[config.mk]
export PLATFORM = sky130hd
export DESIGN_NAME = seg7_encoder
export DESIGN_NICKNAME = d
export VERILOG_FILES = /design/src/rtl/seg7_encoder.sv
export SDC_FILE = /design/constraint.sdc
export NUM_CORES = 1
export LEC_CHECK = 0
export ABC_AREA = 1
export BUFFER_PORTS_ARGS = -buffer_cell sky130_fd_sc_hd__buf_4
export CAP_MARGIN = 5
export CORE_MARGIN = 10
export CORE_UTILIZATION = 30
export CTS_BUF_LIST = sky130_fd_sc_hd__clkbuf_2 sky130_fd_sc_hd__clkbuf_4 sky130_fd_sc_hd__clkbuf_8
export CTS_CLUSTER_DIAMETER = 60
export DETAILED_ROUTE_END_ITERATION = 12
export HOLD_SLACK_MARGIN = 0.02
export PLACE_DENSITY_LB_ADDON = 0.1
export SYNTH_ARGS = -nofsm -noshare
export SYNTH_HDL_FRONTEND = slang
export SYNTH_SLANG_ARGS = --single-unit
export TNS_END_PERCENT = 50
[constraint.sdc]
create_clock -name clk -period 1.9 [get_ports clk]
set_input_delay 0.19 -clock clk [delete_from_list [all_inputs] [get_ports clk]]
set_output_delay 0.19 -clock clk [all_outputs]
set_load 0.1 [all_outputs]
[src/rtl/seg7_encoder.sv]
// seg7_encoder: debounces a 7-segment pattern, decodes it to a glyph code and offers it on a valid/ready handshake.
// Define SEG7_ERR_CNT_EN to add the saturating err_count output for undecodable accepted patterns.
module seg7_encoder #(
  parameter int STABLE_CYCLES = 4
) (
  input  logic       clk,
  input  logic       rst_n,
  input  logic [6:0] seg,
  output logic [4:0] code,
  output logic       code_valid,
  input  logic       code_ready,
  output logic       code_err,
  output logic       overrun
`ifdef SEG7_ERR_CNT_EN
  ,output logic [7:0] err_count
`endif
);
  typedef enum logic [1:0] {IDLE, SETTLE, HOLD} state_t;
  localparam logic [3:0] STABLE = 4'(STABLE_CYCLES);
  state_t state, state_n;
  logic [6:0] s1, seg_s, cand, cand_n, last, last_n;
  logic [3:0] cnt, cnt_n;
  logic trk, trk_n, acc, hs, load, drop, dec_err;
  logic [4:0] dec_code;
  always_comb begin
    dec_code = 5'd31;
    dec_err = 1'b0;
    case (cand)
      7'h3F: dec_code = 5'd0;
      7'h06: dec_code = 5'd1;
      7'h5B: dec_code = 5'd2;
      7'h4F: dec_code = 5'd3;
      7'h66: dec_code = 5'd4;
      7'h6D: dec_code = 5'd5;
      7'h7D: dec_code = 5'd6;
      7'h07: dec_code = 5'd7;
      7'h7F: dec_code = 5'd8;
      7'h6F: dec_code = 5'd9;
      7'h77: dec_code = 5'd10;
      7'h7C: dec_code = 5'd11;
      7'h39: dec_code = 5'd12;
      7'h5E: dec_code = 5'd13;
      7'h79: dec_code = 5'd14;
      7'h71: dec_code = 5'd15;
      7'h00: dec_code = 5'd16;
      7'h40: dec_code = 5'd17;
      default: dec_err = 1'b1;
    endcase
  end
  // Stability tracker runs in every state, including while a result is held.
  always_comb begin
    acc = trk && cnt == STABLE;
    trk_n = trk;
    cand_n = cand;
    cnt_n = cnt;
    last_n = last;
    if (acc) begin
      trk_n = 1'b0;
      last_n = cand;
    end else if (trk) begin
      if (seg_s == last) trk_n = 1'b0;
      else if (seg_s == cand) cnt_n = cnt + 4'd1;
      else begin
        cand_n = seg_s;
        cnt_n = 4'd1;
      end
    end else if (seg_s != last) begin
      trk_n = 1'b1;
      cand_n = seg_s;
      cnt_n = 4'd1;
    end
  end
  always_comb begin
    hs = code_valid && code_ready;
    load = acc && (!code_valid || hs);
    drop = acc && !load;
    state_n = (load || (state == HOLD && !hs)) ? HOLD : trk_n ? SETTLE : IDLE;
  end
  always_comb code_valid = state == HOLD;
  always_ff @(posedge clk or negedge rst_n) begin
    if (!rst_n) begin
      s1 <= '0;
      seg_s <= '0;
      state <= IDLE;
      trk <= 1'b0;
      cand <= '0;
      cnt <= '0;
      last <= '0;
      code <= '0;
      code_err <= 1'b0;
      overrun <= 1'b0;
    end else begin
      s1 <= seg;
      seg_s <= s1;
      state <= state_n;
      trk <= trk_n;
      cand <= cand_n;
      cnt <= cnt_n;
      last <= last_n;
      overrun <= drop;
      if (load) begin
        code <= dec_code;
        code_err <= dec_err;
      end
    end
  end
`ifdef SEG7_ERR_CNT_EN
  // Counts dropped invalid acceptances too.
  always_ff @(posedge clk or negedge rst_n) begin
    if (!rst_n) err_count <= '0;
    else if (acc && dec_err && err_count != 8'hFF) err_count <= err_count + 8'd1;
  end
`endif
endmodule

# [Word-level counts from Yosys, hierarchy flattened]
# Cells that the tools add are included.
# W data, S select, Z words.
[totals] regBits=42 input_bits=10 out_inout_bits=8 wordCells=67
[classes] add_sub_neg=1 n_eq_ne=24 n_mux=16 bitwise=1 reduce_logical=15
[ops] operator="$eq A7 B7 Y1 const B" n=13
[ops] operator="$pmux W5 S18" n=1
[ops] operator="$mux W7" n=4
[ops] operator="$reduce_or A18 Y1" n=1
[ops] operator="$mux W4" n=4
[ops] operator="$eq A7 B3 Y1 const B" n=2
[ops] operator="$eq A7 B6 Y1 const B" n=2
[ops] operator="$eq A7 B7 Y1" n=2
[ops] operator="$logic_not A7 Y1" n=1
[ops] operator="$ne A7 B7 Y1" n=1
[ops] operator="$mux W1" n=6
[ops] operator="$logic_and A1 B1 Y1" n=5
[ops] operator="$add A4 B1 Y4 const B" n=1
[ops] operator="$eq A4 B3 Y1 const B" n=1
[ops] operator="$ne A2 B2 Y1 const B" n=2
[ops] operator="$reduce_and A4 Y1" n=1
[ops] operator="$logic_not A1 Y1" n=3
[ops] operator="$reduce_and A3 Y1" n=1
[ops] operator="$eq A2 B2 Y1 const B" n=1
[ops] operator="$logic_or A1 B1 Y1" n=2
[ops] operator="$mux W2" n=1
[ops] operator="$reduce_bool A2 Y1" n=1
[ops] operator="$not A1 Y1" n=1

# [Depth between registers and ports, before layout]
# Gate-level depths: netlist (run 1).
[logic_depth] depth_word=6 mapped_depth=10 depth_no_buf=10

# [Least setup slack after synthesis (run 1)]
# OpenSTA, ideal clock, no wires.
[synth_path] path_type="reg2out" start="reg state[0]" end="out code_valid" t_arrival_ps=1625 required_ps=1710 path_slack_ps=85 stages_incl_launch_ff=2 path_buffers=0 path_cell_list="dfrtp_1 nor2_1"
[synth_between] elab_chain_cells=1
[synth_rtl] item="start: declaration" line="20" text="state_t state, state_n;"
[synth_rtl] item="start signal: assignment" line="95" text="state <= state_n;"
[synth_rtl] item="$eq A2 B2 Y1" line="79" text="always_comb code_valid = state == HOLD;"
[synth_rtl] item="end: declaration" line="10" text="output logic code_valid,"
# No other way between the ends.

# [Final worst setup path (run 1)]
[layout_path] start="reg cnt[0]" end="reg cnt[1]"
[layout_between] elab_chain_cells=4 word_cells_on_any_way=8 classes_between="add/sub (1); eq/ne (1); mux (3); bitwise (1); reduce/logical (2)"
[layout_rtl] item="start: declaration" line="22" text="logic [3:0] cnt, cnt_n;"
[layout_rtl] item="start signal: assignment" line="98" text="cnt <= cnt_n;"
[layout_rtl] item="$add A4 B1 Y4 or $eq A4 B3 Y1 (tied branches)" line="62, 52"
[layout_rtl] item="$mux W4 or $logic_and A1 B1 Y1 (tied branches)" line="62, 52"
[layout_rtl] item="$mux W4 or $not A1 Y1 (tied branches)"
[layout_rtl] item="$mux W4 or $reduce_and A3 Y1 (tied branches)"
# Parallel ways exist; a longest one is shown, timed or not. The select of a mux whose other input is x is not followed.
# A chain may end at the register's enable or synchronous reset.

==> run_results.csv, run 1 <==
group,metric,value,unit
timing,hold_viol,0,
logic_synthesis,syn_nets,262,
global_routing,grt_use_met2,12.3,%
global_routing,grt_max_degree,43,
power,total_power,2.03,mW
critical_path,arrival,1.80,ns
power,power_switching,478,uW
timing,tightest_slew,0.540,ns
floorplan,die_h,104,um
placement,portBuffers,17,
timing,maxSlewViolCount,0,
clock_network,clk_latency,0.29,ns
clock_network,cts_setup_buffers,0,
global_routing,busiest_layer,"met2",
global_routing,grt_overflow,0,
final_layout,layout_commonest_cell,"nand2_1",
global_routing,grt_use_met1,11.1,%
floorplan,start_util,31.1,%
logic_synthesis,yosysSeqAreaShare,49.5,%
drt,drt_iter0_drc,76,
clock_network,post_cts_resized,0,
clock_network,clk_pin_slew_worst_paths,0.08,ns
critical_path,path_class,"flop to flop",
floorplan,rows,30,
logic_synthesis,netlist-cell-type-count,26,
timing,fin_setup_tns,0,ns
critical_path,crit_path_end,"cnt[1]$_DFFE_PN0P_",
drt,drt-wirelength-per-cell,11.7,um
placement,gp_congestion,0.768,
final_layout,fillCellCount,744,
floorplan,dieWidth,104,um
run,cap_violations,0,
drt,drtAntennaViolNets,0,
power,swShare,23.5,%
logic_synthesis,netlist_area,0.00212,mm^2
global_routing,antenna_found_initial,0,
final_layout,drive_gt1_share,19.6,%
global_routing,grt_pass1_vias,1573,
clock_network,clk_path_buf_depth,2,
final_layout,area.growth.synth_to_final,20.7,%
drt,dr.pass1.iters,4,
clock_network,root_buffer,"clkbuf_8",
critical_path,crit_path_end_kind,"flop",
critical_path,worstPathRequired,2.08,ns
logic_synthesis,synthArstFlopShare,100,%
power,power_leakage,1.25,nW
power,p_clk_share,42.7,%
timing,finalCritPeriodShare,85.0,%
logic_synthesis,synth_top_cell_by_area,"dfrtp_1",
timing,finClkSkew,0.00512,ns
critical_path,r2r-end,"cnt[1]$_DFFE_PN0P_",
drt,drt-vias-per-instance,4.26,
logic_synthesis,synth_edf_count,0,
critical_path,reg2reg_slack,0.29,ns
global_routing,grtUsageTotal,8.41,%
clock_network,clkSinkCount,42,
power,sequentialPowerShare,47.1,%
logic_synthesis,synthTopCellsByArea,"dfrtp_1 (49%), nand2_1 (12%), nor2_1 (6.4%)",
floorplan,coreArea,0.00683,mm^2
power,max-vdd-ir-drop,0.295,mV
logic_synthesis,ys_seq_elements,42,
clock_network,cts_tree,"built",
final_layout,fin_nets,291,
power,p_comb_share,10.2,%
critical_path,regToRegStartpoint,"cnt[0]$_DFFE_PN0P_",
drt,drc,0,
floorplan,die-area,0.0108,mm^2
final_layout,layout_common_cells,"nand2_1 (69), dfrtp_1 (42), nor2_1 (36), buf_4 (18), nand3_1 (17)",
critical_path,start_kind,"flop",
clock_network,numCtsBuffers,5,
timing,rsz0062_at_grt,"false",
placement,placedInstanceArea,0.00234,mm^2
timing,maxSlewHeadroom,64.0,%
logic_synthesis,syn-mean-instance-area,8.50,um^2
floorplan,io_pins,18,
logic_synthesis,yosys_warnings,0,
clock_network,htreeDepth,2,
final_layout,antenna_cells,0,
timing,layout_min_cycle_time,1.61,ns
power,power_density,793,mW/mm^2
power,p_int,1.56,mW
status,status,"finished clean",
timing,max_freq,619,MHz
timing,hold_ws,0.190,ns
drt,via_count,1602,
timing,setup_viol,0,
final_layout,utilization,37.5,%
global_routing,grt_pass1_wl,7520,um
critical_path,crit_start,"cnt[0]$_DFFE_PN0P_",
drt,detail_route.wirelength,4410,um
placement,hpwlAfterDp,3330,um
critical_path,worst-path-max-fanout,12,
logic_synthesis,synth_ff_type,"dfrtp_1",
final_layout,final_design_area_no_fill,0.00256,mm^2
logic_synthesis,synth_top_area_share,49.5,%
global_routing,gr-usage-met3,2.42,%
critical_path,r2r_cells,8,
worst_hold_path,hold_path.class,"input pin to flop",
logic_synthesis,synthCells,250,
## timing repair
action,CTS,global route
endpoints found under the hold margin,49,0
setup endpoints to repair,0,0
hold buffers,8,0
## cell type report
type / count / area [um^2] / area share [%]
clock buffer: 6 / 82.6 / 3.22
clock inverter: 2 / 60.1 / 2.34
inverter: 18 / 67.6 / 2.63
multi-input combinational: 186 / 968 / 37.8
sequential: 42 / 1050 / 41.0
tap: 96 / 120 / 4.68
timing repair buffer: 26 / 215 / 8.39
## state kept, by name, indices dropped and copies added, names as in the netlist
register  flops
cand          7
last          7
s1            7
seg_s         7
code          5
cnt           4
state         2
code_err      1
overrun       1
trk           1
## cells in the mapped netlist, types with 2 or more instances
cell type / instances
dfrtp_1: 42
o21ai_1: 4
buf_6: 3
inv_2: 4
nand2_2: 8
o21ai_0: 8
nand3_1: 17
xor2_1: 7
nand4_1: 3
nor3_1: 3
nand3b_1: 2
nor2_1: 36
or2_1: 3
nor2_4: 6
nand2_1: 69
nand2_4: 3
ha_1: 2
xnor2_1: 5
nor2_2: 5
inv_1: 14
## stage by stage
stage          std cells  setup slack [ns]
2_1_floorplan        250            0.0847
4_1_cts              376             0.273
6_report             376             0.286
3_3_place_gp         360             0.339
3_5_place_dp         360             0.284
5_1_grt              376             0.144
## worst min path at each step
stage	start	end	slack, ns	cells past startpoint
final	code_ready	overrun$_DFF_PN0_	0.19	4
after global routing	code_ready	overrun$_DFF_PN0_	0.22	4
after CTS	code_ready	overrun$_DFF_PN0_	0.19	4
after detailed placement	rst_n	state[1]$_DFF_PN0_	0.22	1
after global placement	rst_n	state[0]$_DFF_PN0_	0.22	1
after floorplan	rst_n	cand[0]$_DFFE_PN0P_	-0.11	0
## worst max-delay path: stages, from the launching register on
cell	delay (ns)
dfrtp_1	0.39
inv_1	0.08
ha_1	0.23
nand3_4	0.12
inv_1	0.08
nor2_4	0.28
inv_1	0.17
nand2_1	0.08
o21ai_0	0.07
## metal layers
layer / up-vias / wire length (um)
met3: 8 / 201
met4: 0 / 85
li1: 840 / -
met2: 32 / 1900
met5: - / 0
met1: 722 / 2220
## power groups by stage
stage	registers, mW	clock network (mW)	logic [mW]
2_1_floorplan	0.995	0	0.114
3_3_place_gp	0.977	0	0.198
3_5_place_dp	0.977	0	0.197
4_1_cts	0.959	0.892	0.211
5_1_grt	0.964	0.927	0.233
6_report	0.958	0.869	0.206
## cells by family after synthesis
family	share of synthesized area, %
AND/OR/NAND/NOR	36.4
adder cells (fa/ha/maj)	1.18
flip-flops	49.5
buffers and inverters	4.95
AO/OA/AOI/OAI	3.06
XOR/XNOR	4.95
Power figures use the tool's default switching activity.
==> run 2, diff against run 1 <==
Clock period 1.9 ns to 1.3 ns, I/O delays scaled along.
==> run 2 against run 1 <==
  * The run now ends with setup timing left
  * Routed wire length is 3.7% higher
  * Combinational power is 87% higher
  * Highest routed layer unchanged
  * Maximum frequency up 13%
  * Hold slack improved by 0.034 ns
  * Register-to-register slack worse by 0.41 ns
==> run_results.csv, run 2 (same netlist as run 1, synthesis figures left out) <==
group,metric,value,unit
status,status,"finished, violations left",
status,violations,"setup timing",
drt,drt-vias-per-instance,4.11,
power,max-vdd-ir-drop,0.535,mV
critical_path,worstPathRequired,1.52,ns
floorplan,rows,30,
drt,via_count,1682,
timing,maxSlewHeadroom,63.6,%
global_routing,grt_pass1_wl,8160,um
critical_path,regToRegStartpoint,"cand[2]$_DFFE_PN0P_",
power,power_leakage,1.41,nW
timing,hold_ws,0.224,ns
drt,drc,0,
final_layout,fin_nets,325,
drt,drt_iter0_drc,107,
critical_path,path_cells,"xor2_1 > nand2b_1 > nor2_4 > nand2_4 > nand2_4 > nand2_1 > nand2_1",
floorplan,die-area,0.0108,mm^2
timing,layout_min_cycle_time,1.42,ns
worst_hold_path,holdPathStages,5,
critical_path,path_class,"flop to flop",
drt,drtAntennaViolNets,0,
worst_hold_path,whs_endpoint,"overrun$_DFF_PN0_",
timing,max_freq,702,MHz
final_layout,drive_gt1_share,37.1,%
drt,dr.pass1.iters,4,
worst_hold_path,hp-start,"code_ready",
critical_path,r2r_cells,7,
global_routing,grtUsageTotal,8.85,%
floorplan,io_pins,18,
drt,drt-wirelength-per-cell,11.2,um
critical_path,crit_start,"cand[2]$_DFFE_PN0P_",
placement,portBuffers,17,
placement,hpwlAfterDp,3440,um
clock_network,clk_pin_slew_worst_paths,0.08,ns
critical_path,crit_path_end_kind,"flop",
timing,setup_slack,-0.124,ns
floorplan,dieWidth,104,um
floorplan,die_h,104,um
timing,hold_viol,0,
floorplan,coreArea,0.00683,mm^2
floorplan,start_util,31.1,%
final_layout,fillCellCount,706,
critical_path,cp_slowest_stage_delay,0.48,ns
clock_network,cts_tree,"built",
critical_path,crit_path_top_delay_cell,"dfrtp_2",
clock_network,root_buffer,"clkbuf_8",
timing,tightest_slew,0.545,ns
run,cap_violations,0,
final_layout,antenna_cells,0,
critical_path,start_kind,"flop",
drt,detail_route.wirelength,4570,um
critical_path,reg2reg_slack,-0.12,ns
timing,finalCritPeriodShare,110,%
global_routing,grt_max_degree,43,
critical_path,worst-path-max-fanout,9,
final_layout,utilization,41.9,%
final_layout,layout_commonest_cell,"nand2_1",
critical_path,arrival,1.65,ns
timing,fin_setup_tns,-1.59,ns
timing,finClkSkew,0.00377,ns
placement,gp_congestion,0.800,
clock_network,clk_path_buf_depth,2,
timing,rsz0062_at_grt,"true",
final_layout,layout_common_cells,"nand2_1 (65), buf_4 (47), dfrtp_1 (36), nor2_1 (27), nand3_1 (17)",
critical_path,r2r-end,"cand[6]$_DFFE_PN0P_",
global_routing,grt_pass1_vias,1742,
timing,setup_viol,17,
placement,place_inst,390,
timing,maxSlewViolCount,0,
clock_network,numCtsBuffers,5,
clock_network,clkSinkCount,42,
global_routing,grt_overflow,0,
final_layout,area.growth.synth_to_final,34.9,%
clock_network,clk_latency,0.29,ns
global_routing,antenna_found_initial,0,
power,total_power,2.58,mW
worst_hold_path,hold_path.class,"input pin to flop",
final_layout,stdcell_count,409,
clock_network,htreeDepth,2,
power,power_density,902,mW/mm^2
run 2: cell types whose count changed in the layout (fill, tap and decap cells not counted), moves of 3 or more:
| cell | delta |
|---|---|
| buf_4 | +29 |
| inv_1 | -6 |
| nor2_2 | +6 |
| nor2_4 | +3 |
| nor2_1 | -9 |
| dfrtp_1 | -6 |
| inv_2 | +5 |
| nand2_1 | -4 |
| buf_6 | +5 |
| dfrtp_2 | +6 |
run 2: repair_timing:
action | CTS | global route
buffers inserted | 4 | 0
hold buffers | 8 | 0
endpoints found under the hold margin | 49 | 0
gates resized for setup | 16 | 19
pin swaps | 8 | 5
setup endpoints to repair | 18 | 19
run 2: worst max path at each step:
stage	to	slack (ns)	depth (start not counted)
2_1_floorplan	code[0]$_DFFE_PN0P_	-0.02	9
3_3_place_gp	code[4]$_DFFE_PN0P_	-0.21	7
5_1_grt	cand[6]$_DFFE_PN0P_	-0.22	8
3_5_place_dp	code[4]$_DFFE_PN0P_	-0.20	7
4_1_cts	cnt[0]$_DFFE_PN0P_	-0.12	6
6_report	cand[6]$_DFFE_PN0P_	-0.12	7
run 2: report_power, final:
part	switching [mW]	internal (mW)
sequential	0.0475	1.35
clock	0.440	0.361
combinational	0.224	0.161
total	0.711	1.87
run 2: per-layer routing:
metal	routed length [um]	vias up	part of all wire, %	track usage [%]
li1	-	906	-	-
met1	2380	746	52	11.4
met2	2010	28	44	14.5
met3	156	2	3.4	2.29
met4	15	0	0.33	1.79
met5	0	-	0	0
run 2: cell type report:
| cell class | count | area [um^2] | share of cell area [%] |
|---|---|---|---|
| timing repair buffer | 60 | 489 | 17.1 |
| clock inverter | 2 | 10.0 | 0.349 |
| sequential | 42 | 1060 | 36.9 |
| clock buffer | 5 | 68.8 | 2.40 |
| inverter | 18 | 70.1 | 2.45 |
| multi-input combinational | 186 | 1050 | 36.6 |
| tap | 96 | 120 | 4.19 |
run 2: worst max-delay path: cells and delay by family, from the launching register on:
| kind | cells | cell delay, ns |
|---|---|---|
| AND/OR/NAND/NOR | 6 | 0.70 |
| flip-flops | 1 | 0.48 |
| XOR/XNOR | 1 | 0.19 |
run 2: through the flow:
step | worst slack, ns | area [um^2]
after floorplan | -0.0191 | 2140
final | -0.124 | 2870
after global placement | -0.215 | 2580
after detailed placement | -0.205 | 2580
after global routing | -0.224 | 2870
after CTS | -0.122 | 2810
==> run 3, diff against run 2 <==
==> constraint.sdc (replaced) <==
create_clock -name clk -period 1.3 [get_ports clk]
set_input_delay 0.39 -clock clk [delete_from_list [all_inputs] [get_ports clk]]
set_output_delay 0.39 -clock clk [all_outputs]
set_load 0.1 [all_outputs]
==> run 3 against run 2 <==
  * The run still ends with setup timing left
  * Sequential share of layout area shrank 2.9 points
  * Hold slack worse by 0.026 ns
  * Total power rose by 12%
  * Critical path type is now flop to output port
  * Largest cell class is now multi-input gates
  * Largest power group unchanged
==> run_results.csv, run 3 (same netlist as run 1, synthesis figures left out) <==
group,metric,value,unit
final_layout,fillCellCount,688,
timing,rsz0062_at_grt,"true",
status,violations,"setup timing",
timing,maxSlewViolCount,0,
global_routing,grt_max_degree,23,
drt,drt_iter0_drc,60,
drt,drt-wirelength-per-cell,11.8,um
critical_path,worstPathRequired,0.91,ns
final_layout,area.growth.synth_to_final,46.8,%
clock_network,clk_path_buf_depth,2,
power,max-vdd-ir-drop,0.658,mV
critical_path,critPathBufInv,3,
critical_path,path_cells,"inv_2 > buf_6 > nor2_4 > buf_12",
global_routing,grt_pass1_vias,1820,
critical_path,crit_start,"state[1]$_DFF_PN0_",
critical_path,path_depth,4,
floorplan,start_util,31.1,%
floorplan,io_pins,18,
worst_hold_path,hold_path.class,"input pin to flop",
clock_network,clk_latency,0.29,ns
timing,finClkSkew,0.00673,ns
placement,hpwlAfterDp,3750,um
critical_path,reg2reg_slack,-0.12,ns
clock_network,numCtsBuffers,5,
timing,finalCritPeriodShare,110,%
drt,dr.pass1.iters,4,
critical_path,regToRegStartpoint,"seg_s[0]$_DFF_PN0_",
final_layout,final_design_area_no_fill,0.00312,mm^2
placement,gp_congestion,0.807,
clock_network,cts_tree,"built",
drt,via_count,1748,
power,total_power,2.90,mW
power,power_density,930,mW/mm^2
status,status,"finished, violations left",
final_layout,fin_nets,326,
critical_path,crit_path_end_kind,"output port",
drt,drt-vias-per-instance,4.25,
floorplan,dieWidth,104,um
global_routing,grt_overflow,0,
placement,portBuffers,17,
global_routing,grt_pass1_wl,8560,um
drt,detail_route.wirelength,4840,um
timing,layout_min_cycle_time,1.43,ns
run,cap_violations,0,
clock_network,clkSinkCount,42,
floorplan,rows,30,
final_layout,antenna_cells,0,
floorplan,die-area,0.0108,mm^2
critical_path,start_kind,"flop",
global_routing,grtUsageTotal,9.33,%
final_layout,drive_gt1_share,46.0,%
timing,setup_slack,-0.134,ns
clock_network,clk_pin_slew_worst_paths,0.08,ns
timing,hold_viol,0,
timing,setup_viol,16,
critical_path,r2r_cells,8,
timing,fin_setup_tns,-1.59,ns
floorplan,coreArea,0.00683,mm^2
critical_path,crit_path_end,"code_valid",
clock_network,root_buffer,"clkbuf_8",
timing,maxSlewHeadroom,83.1,%
clock_network,htreeDepth,2,
final_layout,layout_common_cells,"nand2_1 (58), buf_4 (43), dfrtp_1 (34), nor2_1 (26), nand2_2 (17)",
critical_path,cp_top_family,"flip-flops",
final_layout,layout_commonest_cell,"nand2_1",
critical_path,worst-path-max-fanout,2,
power,power_leakage,1.51,nW
critical_path,r2r-end,"cand[2]$_DFFE_PN0P_",
placement,placedInstanceArea,0.00261,mm^2
critical_path,crit_path_top_delay_cell,"dfrtp_1",
critical_path,path_class,"flop to output port",
timing,hold_ws,0.198,ns
timing,tightest_slew,0.253,ns
drt,drc,0,
floorplan,die_h,104,um
drt,drtAntennaViolNets,0,
timing,max_freq,697,MHz
critical_path,arrival,1.04,ns
critical_path,cp_slowest_stage_delay,0.34,ns
global_routing,antenna_found_initial,0,
## run 3: metrics by stage
step	std cells	utilization, %	setup slack, ns
2_1_floorplan	250	-	-0.0191
3_3_place_gp	391	38.2	-0.270
3_5_place_dp	391	38.2	-0.228
4_1_cts	407	43.3	-0.145
5_1_grt	411	45.7	-0.223
6_report	411	45.7	-0.134
## run 3: layout make-up
class | instances | area (um^2) | share of cell area, %
Inverter | 18 | 75.1 | 2.41
Timing Repair Buffer | 60 | 578 | 18.5
Sequential cell | 42 | 1060 | 34.0
Clock inverter | 2 | 37.5 | 1.20
Clock buffer | 6 | 76.3 | 2.45
Multi-Input combinational cell | 187 | 1170 | 37.5
Tap cell | 96 | 120 | 3.85
## run 3: how the worst min path moves through the flow
stage	depth (start not counted)	endpoint	start
after floorplan	0	cand[0]$_DFFE_PN0P_	rst_n
after detailed placement	1	last[0]$_DFFE_PN0P_	rst_n
after global routing	1	s1[5]$_DFF_PN0_	seg[5]
final	1	s1[2]$_DFF_PN0_	seg[2]
after CTS	1	s1[2]$_DFF_PN0_	seg[2]
after global placement	1	last[0]$_DFFE_PN0P_	rst_n
## run 3: where the power goes
part / internal, mW / switching, mW
clock: 0.594 / 0.441
combinational: 0.205 / 0.251
sequential: 1.35 / 0.0572
total: 2.15 / 0.749
## run 3: what timing repair did
action                                  CTS  global route
pin swaps                                17             3
gates cloned                              1             0
gates resized for setup                  48            36
buffers inserted                          6             4
endpoints found under the setup margin   24            27
hold endpoints to repair                  9             0
hold buffers                              1             0
## run 3: metal layers
layer  share of wire [%]  global-route usage, %  vias up
met5                   0                      0        -
met4                0.35                   2.39        0
met3                 3.6                   2.48        3
met2                  47                   14.5       33
met1                  49                   12.4      800
li1                    -                      -      912
